**config.mk**
```make
export PLATFORM = sky130hd
export DESIGN_NAME = adc_serie_lector
export DESIGN_NICKNAME = d
export VERILOG_FILES = /design/src/rtl/adc_serie_lector.sv
export SDC_FILE = /design/constraint.sdc
export NUM_CORES = 1
export LEC_CHECK = 0
export ABC_AREA = 0
export ABC_CLOCK_PERIOD_IN_PS = 1900
export CORE_UTILIZATION = 40
export CTS_CLUSTER_DIAMETER = 200
export DETAILED_ROUTE_END_ITERATION = 10
export HOLD_SLACK_MARGIN = 0.02
export PLACE_DENSITY_LB_ADDON = 0.08
export SKIP_CTS_REPAIR_TIMING = 1
export SLEW_MARGIN = 30
export SYNTH_ARGS = -nofsm -noshare
export SYNTH_HDL_FRONTEND = slang
export SYNTH_SLANG_ARGS = --single-unit
export TNS_END_PERCENT = 1
```
**constraint.sdc**
```tcl
create_clock -name iClk -period 1.9 [get_ports iClk]
set_clock_uncertainty 0.05 [all_clocks]
set_input_delay 0.285 -clock iClk [delete_from_list [all_inputs] [get_ports iClk]]
set_output_delay 0.285 -clock iClk [all_outputs]
set_load 0.01 [all_outputs]
```
**src/rtl/adc_serie_lector.sv**
```systemverilog
// Serial reader for an 8-bit SPI-style ADC: periodic CS/SCLK framing, MSB-first capture.
// Optional ADC_PROMEDIO_EN: deliver the mean of every 4 conversions instead of each one.
module adc_serie_lector #(
  parameter int unsigned CLK_DIV       = 4,
  parameter int unsigned LEAD_BITS     = 1,
  parameter int unsigned SAMPLE_PERIOD = 1000
) (
  input  logic       iClk,
  input  logic       iReset_n,
  input  logic       iEnable,
  input  logic       iMISO,
  output logic       oCS_n,
  output logic       oSCLK,
  output logic [7:0] ovDatos,
  output logic       oDatoValido,
  output logic       oBusy
);
  localparam int unsigned NBits = LEAD_BITS + 8;
  localparam int unsigned PerW  = $clog2(SAMPLE_PERIOD);
  localparam int unsigned DivW  = (CLK_DIV > 1) ? $clog2(CLK_DIV) : 1;
  localparam int unsigned RiseW = $clog2(NBits + 1);
  localparam logic [PerW-1:0]  PerLast  = PerW'(SAMPLE_PERIOD - 1);
  localparam logic [DivW-1:0]  DivLast  = DivW'(CLK_DIV - 1);
  localparam logic [RiseW-1:0] RiseLead = RiseW'(LEAD_BITS);
  localparam logic [RiseW-1:0] RiseLast = RiseW'(NBits);

  typedef enum logic [1:0] {StIdle, StSetup, StShift, StDone} state_e;

  state_e           stateQ, stateD;
  logic [PerW-1:0]  periodQ, periodD;
  logic [DivW-1:0]  divQ, divD;
  logic [RiseW-1:0] riseQ, riseD;
  logic [7:0]       shiftQ, shiftD;
  logic [7:0]       datosQ, datosD;
  logic             csQ, csD, sclkQ, sclkD, validQ, validD, busyQ, busyD;
  logic             start;
`ifdef ADC_PROMEDIO_EN
  logic [9:0]       accQ, accD, sum;
  logic [1:0]       cntQ, cntD;
`endif

  assign start = iEnable && (periodQ == PerLast) && (stateQ == StIdle);

  always_comb begin
    stateD  = stateQ;
    periodD = periodQ;
    divD    = divQ;
    riseD   = riseQ;
    shiftD  = shiftQ;
    datosD  = datosQ;
    csD     = csQ;
    sclkD   = sclkQ;
    busyD   = busyQ;
    validD  = 1'b0;
`ifdef ADC_PROMEDIO_EN
    accD    = accQ;
    cntD    = cntQ;
    sum     = accQ + {2'b00, shiftQ};
`endif

    if (!iEnable) begin
      periodD = '0;
    end else if (periodQ == PerLast) begin
      periodD = '0;
    end else begin
      periodD = periodQ + PerW'(1);
    end

    unique case (stateQ)
      StIdle: begin
        csD   = 1'b1;
        sclkD = 1'b0;
        busyD = 1'b0;
`ifdef ADC_PROMEDIO_EN
        if (!iEnable) begin
          accD = '0;
          cntD = '0;
        end
`endif
        if (start) begin
          stateD = StSetup;
          csD    = 1'b0;
          busyD  = 1'b1;
          divD   = '0;
          riseD  = '0;
          shiftD = '0;
        end
      end
      StSetup: begin
        if (divQ == DivLast) begin
          divD   = '0;
          stateD = StShift;
        end else begin
          divD = divQ + DivW'(1);
        end
      end
      StShift: begin
        if (divQ == DivLast) begin
          divD  = '0;
          sclkD = ~sclkQ;
          if (!sclkQ) begin
            riseD = riseQ + RiseW'(1);
            // Leading rises carry start/mux bits and are not captured.
            if (riseQ >= RiseLead) shiftD = {shiftQ[6:0], iMISO};
          end else if (riseQ == RiseLast) begin
            stateD = StDone;
            csD    = 1'b1;
            busyD  = 1'b0;
          end
        end else begin
          divD = divQ + DivW'(1);
        end
      end
      StDone: begin
        stateD = StIdle;
`ifdef ADC_PROMEDIO_EN
        if (cntQ == 2'd3) begin
          datosD = sum[9:2];
          validD = 1'b1;
          accD   = '0;
          cntD   = '0;
        end else begin
          accD = sum;
          cntD = cntQ + 2'd1;
        end
`else
        datosD = shiftQ;
        validD = 1'b1;
`endif
      end
      default: stateD = StIdle;
    endcase
  end

  always_ff @(posedge iClk or negedge iReset_n) begin
    if (!iReset_n) begin
      stateQ  <= StIdle;
      periodQ <= '0;
      divQ    <= '0;
      riseQ   <= '0;
      shiftQ  <= '0;
      datosQ  <= '0;
      csQ     <= 1'b1;
      sclkQ   <= 1'b0;
      validQ  <= 1'b0;
      busyQ   <= 1'b0;
`ifdef ADC_PROMEDIO_EN
      accQ    <= '0;
      cntQ    <= '0;
`endif
    end else begin
      stateQ  <= stateD;
      periodQ <= periodD;
      divQ    <= divD;
      riseQ   <= riseD;
      shiftQ  <= shiftD;
      datosQ  <= datosD;
      csQ     <= csD;
      sclkQ   <= sclkD;
      validQ  <= validD;
      busyQ   <= busyD;
`ifdef ADC_PROMEDIO_EN
      accQ    <= accD;
      cntQ    <= cntD;
`endif
    end
  end

  assign oCS_n       = csQ;
  assign oSCLK       = sclkQ;
  assign ovDatos     = datosQ;
  assign oDatoValido = validQ;
  assign oBusy       = busyQ;
endmodule

```
==> results of run 1 <==
-- area by class of cell --
cell class                 count  area, um2
fill                         404       2086
tap                           52      65.06
multi-input combinational    112      889.6
timing repair buffer          35      322.8
inverter                      17      63.81
sequential                    38      952.2
clock inverter                 2      12.51
clock buffer                   6      82.58
-- worst max-delay path: cells and delay by family (launching register included) --
family,cells,cell delay [ps]
DFF,1,430
AOI/OAI and AO/OA,2,620
and+or+nand+nor,1,130
adders and majority gates,1,180
muxes,1,340
-- kinds of logic after synthesis --
family / after synthesis
AOI/OAI and AO/OA: 24
and+or+nand+nor: 55
adders and majority gates: 9
xor gates and xnor gates: 7
muxes: 17
DFF: 38
buffers and inverters: 23
-- power breakdown --
| group | total (W) | internal [W] | leakage [nW] | switching (W) |
|---|---|---|---|---|
| logic | 0.0000669 | 0.0000313 | 0.620 | 0.0000355 |
| clock network | 0.000589 | 0.000292 | 0.0472 | 0.000297 |
| registers | 0.000820 | 0.000813 | 0.483 | 0.00000676 |
| total | 0.00148 | 0.00114 | 1.15 | 0.000339 |
-- metal layers --
metal  GRT usage (%)  vias to the layer above
met5               0                        -
met1           20.79                      682
met3           5.983                        6
met2           27.09                       25
li1                -                      670
met4           6.222                        0
-- sequential cells by signal (all words and copies together) (netlist names) --
signal / count
divQ: 2
oBusy: 1
oCS_n: 1
oDatoValido: 1
oSCLK: 1
ovDatos: 8
periodQ: 10
riseQ: 4
shiftQ: 8
stateQ: 2
-- stage by stage --
step           util (%)  cell area, um2
3_5_place_dp      49.66            2222
4_1_cts           51.79            2317
2_1_floorplan         -            1913
3_3_place_gp      49.66            2222
6_report          53.38            2389
5_1_grt           53.38            2389
-- placed cells by master, fill, tap and decap left out, drive strengths merged, types with 2 or more instances in the layout --
cell type	instances
nor2b	2
inv	17
nand2	15
mux2i	8
a32o	2
nand4	3
xor2	2
nor3	3
buf	20
mux2	9
dfrtp	37
nor4b	3
nor2	13
o21ai	4
clkbuf	6
and3	3
nand3	7
nand2b	2
a21o	2
a21oi	5
xnor2	5
clkdlybuf4s50	14
ha	9
-- worst paths after layout --
path,slack (ps),endpoint
worst max-delay path,40,stateQ[1]$_DFFE_PN0P_
worst min register to register,460,ovDatos[6]$_DFFE_PN0P_
worst min-delay path,420,periodQ[9]$_DFF_PN0_
max in group asynchronous,840,oCS_n$_DFFE_PN1P_
min in group iClk,460,ovDatos[6]$_DFFE_PN0P_
worst max register to register,40,stateQ[1]$_DFFE_PN0P_
==> report_table.html, run 1 <==
<table>
<tr><th>Metric</th><th>Value</th></tr>
<tr><th colspan="2">Setup path</th></tr>
<tr><td>Cells traversed along the worst timing path</td><td>ha_4 -&gt; nand4b_4 -&gt; o41a_1 -&gt; a21oi_2 -&gt; mux2_2</td></tr>
<tr><td>Stage delay of the slowest cell on the critical path</td><td>460 ps</td></tr>
<tr><td>Cell with the biggest individual delay on the critical path</td><td>o41a_1</td></tr>
<tr><td>Worst Path Required</td><td>2030 ps</td></tr>
<tr><td>Type of destination of the critical path</td><td>register</td></tr>
<tr><td>R2R depth</td><td>5</td></tr>
<tr><td>Biggest fanout along the worst timing path</td><td>4</td></tr>
<tr><td>Origin of the critical flop-to-flop path</td><td>periodQ[1]$_DFF_PN0_</td></tr>
<tr><td>Timing startpoint of the critical path</td><td>periodQ[1]$_DFF_PN0_</td></tr>
<tr><td>Data arrival at the endpoint of the critical path</td><td>1990 ps</td></tr>
<tr><td>Type of origin of the critical path</td><td>register</td></tr>
<tr><td>CP Class</td><td>register to register</td></tr>
<tr><th colspan="2">Yosys</th></tr>
<tr><td>Netlist area before placement</td><td>approximately 1900 um2</td></tr>
<tr><td>Post-Synth Adder-Cell Area</td><td>approximately 6%</td></tr>
<tr><td>Net count after synthesis</td><td>186</td></tr>
<tr><td>Total number of yosys warnings</td><td>0</td></tr>
<tr><td>Synthesized area divided by synthesized cell count</td><td>11.06 um2</td></tr>
<tr><td>Post-synthesis sequential area ratio</td><td>49.77%</td></tr>
<tr><td>Post-synthesis instance total</td><td>173</td></tr>
<tr><td>Area fraction in compound gates after synthesis</td><td>10.40%</td></tr>
<tr><td>Number of distinct standard cells referenced by the synthesized netlist</td><td>42</td></tr>
<tr><td>Share of synthesized cell area in and, or, nand and nor gates</td><td>16.29%</td></tr>
<tr><td>Synthesized flop and latch total</td><td>38</td></tr>
<tr><td>Leading cell type by number of instances after synthesis</td><td>dfrtp_1</td></tr>
<tr><td>Top post-synthesis cells by area</td><td>dfrtp_1 (48%), ha_1 (5.9%), mux2_2 (5.3%), mux2i_1 (4.2%), inv_1 (3.3%)</td></tr>
<tr><td>Share of the synthesized area in the top cell type</td><td>48.40%</td></tr>
<tr><td>EDFF count, synth</td><td>0</td></tr>
<tr><td>Share of async-settable or async-resettable flops after synthesis</td><td>100.0%</td></tr>
<tr><td>Post-synthesis mux area share</td><td>a little under a tenth</td></tr>
<tr><td>Cell types with the highest counts after synthesis</td><td>dfrtp_1 (37), inv_1 (17), nand2_1 (15)</td></tr>
<tr><td>Top FF cell, synth</td><td>dfrtp_1</td></tr>
<tr><td>Synth Area in XOR/XNOR</td><td>3.205%</td></tr>
<tr><td>Cell taking the most area after synthesis</td><td>dfrtp_1</td></tr>
<tr><td>Dominant combinational cell family by area after synthesis</td><td>simple AND/OR/NAND/NOR gates</td></tr>
<tr><th colspan="2">Global route</th></tr>
<tr><td>Pin count of the biggest net entering global routing</td><td>21</td></tr>
<tr><td>Wire length of the first global-routing pass</td><td>6479 um</td></tr>
<tr><td>Number of global-route vias before repair</td><td>1424</td></tr>
<tr><td>Residual overflow from global routing</td><td>0</td></tr>
<tr><td>Antenna violations before repair</td><td>0</td></tr>
<tr><td>GR Util All Layers</td><td>16.82%</td></tr>
<tr><th colspan="2">Status</th></tr>
<tr><td>Run status</td><td>finished, final reports clean</td></tr>
<tr><th colspan="2">Timing</th></tr>
<tr><td>Transition time at the pin with the least slew margin</td><td>451.9 ps</td></tr>
<tr><td>Post-route setup TNS</td><td>0 ps</td></tr>
<tr><td>Number of hold violations in the final report</td><td>0</td></tr>
<tr><td>WHS</td><td>416.5 ps</td></tr>
<tr><td>Maximum operating frequency</td><td>approximately 540 MHz</td></tr>
<tr><td>Shortest period the worst path allows</td><td>roughly 1900 ps</td></tr>
<tr><td>Max-slew headroom</td><td>between 60% and 70%</td></tr>
<tr><td>Post-route setup slack</td><td>35.64 ps</td></tr>
<tr><td>Setup violators final</td><td>0</td></tr>
<tr><td>Number of pins exceeding their max-slew limit in the final report</td><td>0</td></tr>
<tr><td>Share of the clock period used by the worst path after layout</td><td>98.12%</td></tr>
<tr><th colspan="2">Route</th></tr>
<tr><td>Via count normalized by instance count</td><td>5.279</td></tr>
<tr><td>Remaining antenna violation count</td><td>0</td></tr>
<tr><td>First-pass detailed-route iteration total</td><td>4</td></tr>
<tr><td>WL met1</td><td>approximately 1800 um</td></tr>
<tr><td>Drt total wl</td><td>about 3800 um</td></tr>
<tr><td>Via count</td><td>1383</td></tr>
<tr><td>Met3 routed WL</td><td>about 140 um</td></tr>
<tr><td>Drt first-iter violations</td><td>36</td></tr>
<tr><td>Max Used Layer</td><td>met4</td></tr>
<tr><td>Sum of met2 wire segment lengths after detailed routing</td><td>1823 um</td></tr>
<tr><td>Post-detailed-route wirelength per cell</td><td>14.44 um</td></tr>
<tr><td>DRC</td><td>0</td></tr>
<tr><th colspan="2">Final layout</th></tr>
<tr><td>Nets</td><td>222</td></tr>
<tr><td>Number of standard cells in the layout, taps in and fillers out</td><td>262</td></tr>
<tr><td>Diodes inserted</td><td>0</td></tr>
<tr><td>Signed area change from the synthesized netlist to the final layout</td><td>24.85%</td></tr>
<tr><td>Share of final-layout standard cells stronger than drive strength 1</td><td>22.86%</td></tr>
<tr><th colspan="2">Die</th></tr>
<tr><td>Cell Rows</td><td>24</td></tr>
<tr><td>Horiz. Die Dim</td><td>71.16 um</td></tr>
<tr><td>Chip height</td><td>a little over 70 um</td></tr>
<tr><td>Core Box Area</td><td>4474 um2</td></tr>
<tr><td>Num ports</td><td>16</td></tr>
<tr><td>Starting density of the core</td><td>42.76%</td></tr>
<tr><td>Die outline area</td><td>5063 um2</td></tr>
<tr><th colspan="2">Clock tree</th></tr>
<tr><td>Htree depth</td><td>2</td></tr>
<tr><td>Clock tree root buffer cell</td><td>clkbuf_8</td></tr>
<tr><td>Clock Tree Buf Depth</td><td>2</td></tr>
<tr><td>Clock tree from TritonCTS</td><td>built</td></tr>
<tr><td>Total clock sinks</td><td>38</td></tr>
<tr><td>Clock buffer count from CTS</td><td>5</td></tr>
<tr><td>Clock-pin slew of the registers on the worst-case setup and hold paths</td><td>80 ps</td></tr>
<tr><td>Latest clock arrival within the worst-skew pair</td><td>290 ps</td></tr>
<tr><th colspan="2">Placement</th></tr>
<tr><td>Pre-CTS WS</td><td>-109.1 ps</td></tr>
<tr><td>Final estimated routing congestion in global placement</td><td>0.8330</td></tr>
<tr><td>Detailed Place HPWL</td><td>2711 um</td></tr>
<tr><td>Total instance count after detailed placement</td><td>248</td></tr>
<tr><td>Quantity of I/O buffers inserted on ports</td><td>15</td></tr>
<tr><th colspan="2">Min path</th></tr>
<tr><td>Hold Path Class</td><td>input port to async pin</td></tr>
<tr><th colspan="2">Pwr</th></tr>
<tr><td>Leak</td><td>1.150 nW</td></tr>
<tr><td>Maximum vdd ir drop</td><td>458.3 uV</td></tr>
<tr><td>Post-layout total power</td><td>0.001476 W</td></tr>
<tr><td>Power per Cell Area</td><td>617.8 nW/um2</td></tr>
<tr><th colspan="2">Run</th></tr>
<tr><td>Total of max-cap violations</td><td>0</td></tr>
</table>
Power figures use the tool's default switching activity.
==> run 2: changes to the inputs <==
Settings changed: CORE_MARGIN set to 5, HOLD_SLACK_MARGIN 0.02 to unset.
==> report_table.html, run 2 (synthesis gave the netlist of run 1 again) <==
<table>
<tr><th>Metric</th><th>Value</th></tr>
<tr><th colspan="2">Status</th></tr>
<tr><td>Run status</td><td>complete, but fails checks</td></tr>
<tr><td>Violated checks</td><td>hold timing</td></tr>
<tr><th colspan="2">Final layout</th></tr>
<tr><td>Design Area, Final</td><td>2377 um2</td></tr>
<tr><td>Flip-flop count of the largest register, all copies and words added</td><td>10</td></tr>
<tr><td>End-of-flow core utilization</td><td>50.67%</td></tr>
<tr><td>Signed area change from the synthesized netlist to the final layout</td><td>24.26%</td></tr>
<tr><td>Diodes inserted</td><td>0</td></tr>
<tr><td>Nets</td><td>217</td></tr>
<tr><td>Share of final-layout standard cells stronger than drive strength 1</td><td>22.44%</td></tr>
<tr><td>Most common cell after layout, fill and taps aside</td><td>dfrtp_1</td></tr>
<tr><td>Number of standard cells in the layout, taps in and fillers out</td><td>259</td></tr>
<tr><td>Register with the most flip-flops</td><td>periodQ</td></tr>
<tr><td>Top library cells by usage in the layout, fill and taps aside</td><td>dfrtp_1 (37), inv_1 (17), nand2_1 (15), clkdlybuf4s50_1 (14), buf_4 (14)</td></tr>
<tr><th colspan="2">Timing</th></tr>
<tr><td>Post-route setup TNS</td><td>0 ps</td></tr>
<tr><td>Transition time at the pin with the least slew margin</td><td>496.5 ps</td></tr>
<tr><td>WHS</td><td>-0.1252 ps</td></tr>
<tr><td>Setup repair after global routing missed its margin</td><td>true</td></tr>
<tr><td>Setup violators final</td><td>0</td></tr>
<tr><td>Number of pins exceeding their max-slew limit in the final report</td><td>0</td></tr>
<tr><td>Share of the clock period used by the worst path after layout</td><td>between 90 and 100%</td></tr>
<tr><td>Maximum operating frequency</td><td>531.4 MHz</td></tr>
<tr><td>Shortest period the worst path allows</td><td>between 1500 and 2000 ps</td></tr>
<tr><td>Max-slew headroom</td><td>66.90%</td></tr>
<tr><td>Number of hold violations in the final report</td><td>2</td></tr>
<tr><th colspan="2">Global route</th></tr>
<tr><td>Number of global-route vias before repair</td><td>between 1000 and 1500</td></tr>
<tr><td>Antenna violations before repair</td><td>0</td></tr>
<tr><td>GR Util All Layers</td><td>13.02%</td></tr>
<tr><td>Residual overflow from global routing</td><td>0</td></tr>
<tr><td>Wire length of the first global-routing pass</td><td>6410 um</td></tr>
<tr><td>Pin count of the biggest net entering global routing</td><td>39</td></tr>
<tr><th colspan="2">Placement</th></tr>
<tr><td>Final estimated routing congestion in global placement</td><td>0.8660</td></tr>
<tr><td>Quantity of I/O buffers inserted on ports</td><td>15</td></tr>
<tr><td>Detailed Place HPWL</td><td>2564 um</td></tr>
<tr><td>Placed standard-cell area</td><td>between 2000 and 2500 um2</td></tr>
<tr><td>Total instance count after detailed placement</td><td>249</td></tr>
<tr><th colspan="2">Pwr</th></tr>
<tr><td>Post-layout total power</td><td>0.001582 W</td></tr>
<tr><td>Power per Cell Area</td><td>665.6 nW/um2</td></tr>
<tr><td>Leak</td><td>1.134 nW</td></tr>
<tr><td>Maximum vdd ir drop</td><td>415.6 uV</td></tr>
<tr><th colspan="2">Die</th></tr>
<tr><td>Cell Rows</td><td>25</td></tr>
<tr><td>Num ports</td><td>16</td></tr>
<tr><td>Core Box Area</td><td>4692 um2</td></tr>
<tr><td>Chip height</td><td>approximately 79 um</td></tr>
<tr><td>Horiz. Die Dim</td><td>between 70 and 80 um</td></tr>
<tr><td>Die outline area</td><td>6266 um2</td></tr>
<tr><td>Starting density of the core</td><td>40.77%</td></tr>
<tr><th colspan="2">Route</th></tr>
<tr><td>DRC</td><td>0</td></tr>
<tr><td>Drt total wl</td><td>around 3600 um</td></tr>
<tr><td>Remaining antenna violation count</td><td>0</td></tr>
<tr><td>Via count</td><td>between 1000 and 1500</td></tr>
<tr><td>Post-detailed-route wirelength per cell</td><td>approximately 14 um</td></tr>
<tr><td>Drt first-iter violations</td><td>56</td></tr>
<tr><td>First-pass detailed-route iteration total</td><td>4</td></tr>
<tr><td>Via count normalized by instance count</td><td>5.116</td></tr>
<tr><th colspan="2">Clock tree</th></tr>
<tr><td>Htree depth</td><td>2</td></tr>
<tr><td>Latest clock arrival within the worst-skew pair</td><td>roughly 280 ps</td></tr>
<tr><td>Clock-pin slew of the registers on the worst-case setup and hold paths</td><td>approximately 80 ps</td></tr>
<tr><td>Clock tree from TritonCTS</td><td>built</td></tr>
<tr><td>Clock tree root buffer cell</td><td>clkbuf_8</td></tr>
<tr><td>Total clock sinks</td><td>38</td></tr>
<tr><td>Clock Tree Buf Depth</td><td>2</td></tr>
<tr><td>Clock buffer count from CTS</td><td>5</td></tr>
<tr><th colspan="2">Setup path</th></tr>
<tr><td>Biggest fanout along the worst timing path</td><td>4</td></tr>
<tr><td>Worst Path Required</td><td>about 2000 ps</td></tr>
<tr><td>Data arrival at the endpoint of the critical path</td><td>2000 ps</td></tr>
<tr><td>Type of origin of the critical path</td><td>register</td></tr>
<tr><td>Type of destination of the critical path</td><td>register</td></tr>
<tr><td>CP Class</td><td>register to register</td></tr>
<tr><th colspan="2">Min path</th></tr>
<tr><td>Hold Path Class</td><td>input port to async pin</td></tr>
<tr><th colspan="2">Run</th></tr>
<tr><td>Total of max-cap violations</td><td>0</td></tr>
</table>
-- run 2: changes by cell type in the layout (fill, tap and decap cells not counted), sizes merged --
cell	before	now
buf	20	16
bufinv	0	1
clkbuf	6	7
clkinv	1	0
clkinvlp	1	0
dlygate4sd3	1	0
-- run 2: layout make-up --
cell class,instances,area (um2)
sequential,38,952.2
fill,422,2315
inverter,17,63.81
clock buffer,7,86.33
multi-input combinational,112,907.1
clock inverter,1,30.03
timing repair buffer,30,270.3
tap,54,67.56
-- run 2: routing by layer --
| layer | GRT usage (%) | up-vias | part of all wire, % |
|---|---|---|---|
| li1 | - | 657 | - |
| met1 | 18.09 | 647 | 49 |
| met2 | 19.19 | 17 | 47 |
| met3 | 2.948 | 4 | 3.0 |
| met4 | 6.014 | 0 | 1.1 |
| met5 | 0 | - | 0 |
-- run 2: worst max-delay path, cell delays in order (launching register included) --
cell and delay [ps]:
dfrtp_1 410, ha_4 170, nand4b_4 130, o41a_1 490, a21oi_2 200, mux2_4 320
-- run 2: worst paths after layout --
check / from / to / slack [ps] / cells after the start
min in group iClk: divQ[1]$_DFFE_PN0P_ / divQ[1]$_DFFE_PN0P_ / 460 / 1
max: periodQ[1]$_DFF_PN0_ / stateQ[1]$_DFFE_PN0P_ / 20 / 5
min reg2reg: divQ[1]$_DFFE_PN0P_ / divQ[1]$_DFFE_PN0P_ / 460 / 1
max in group asynchronous: iReset_n / oCS_n$_DFFE_PN1P_ / 1440 / 2
max reg2reg: periodQ[1]$_DFF_PN0_ / stateQ[1]$_DFFE_PN0P_ / 20 / 5
min: iReset_n / periodQ[6]$_DFF_PN0_ / -0.1 / 2
-- run 2: per-stage QoR --
stage | setup WS [ps] | hold WS (ps)
after floorplan | 63.16 | -60.59
after global placement | -127.8 | 311.1
after detailed placement | -150.5 | 318.9
after CTS | -13.81 | 9.721
after global routing | -50.49 | 43.83
final | 18.03 | -0.1252
-- run 2: power breakdown --
| part | leakage [nW] | internal [W] | switching (W) | total, W |
|---|---|---|---|---|
| clock network | 0.0585 | 0.000428 | 0.000279 | 0.000707 |
| registers | 0.483 | 0.000813 | 0.00000583 | 0.000819 |
| logic | 0.592 | 0.0000235 | 0.0000328 | 0.0000562 |
| total | 1.13 | 0.00127 | 0.000317 | 0.00158 |
==> run 3: changes to the inputs <==
Settings changed: CTS_CLUSTER_SIZE set to 40.
==> results of run 3 <==
The final DEF is identical to that of run 2; final timing and power are the same.
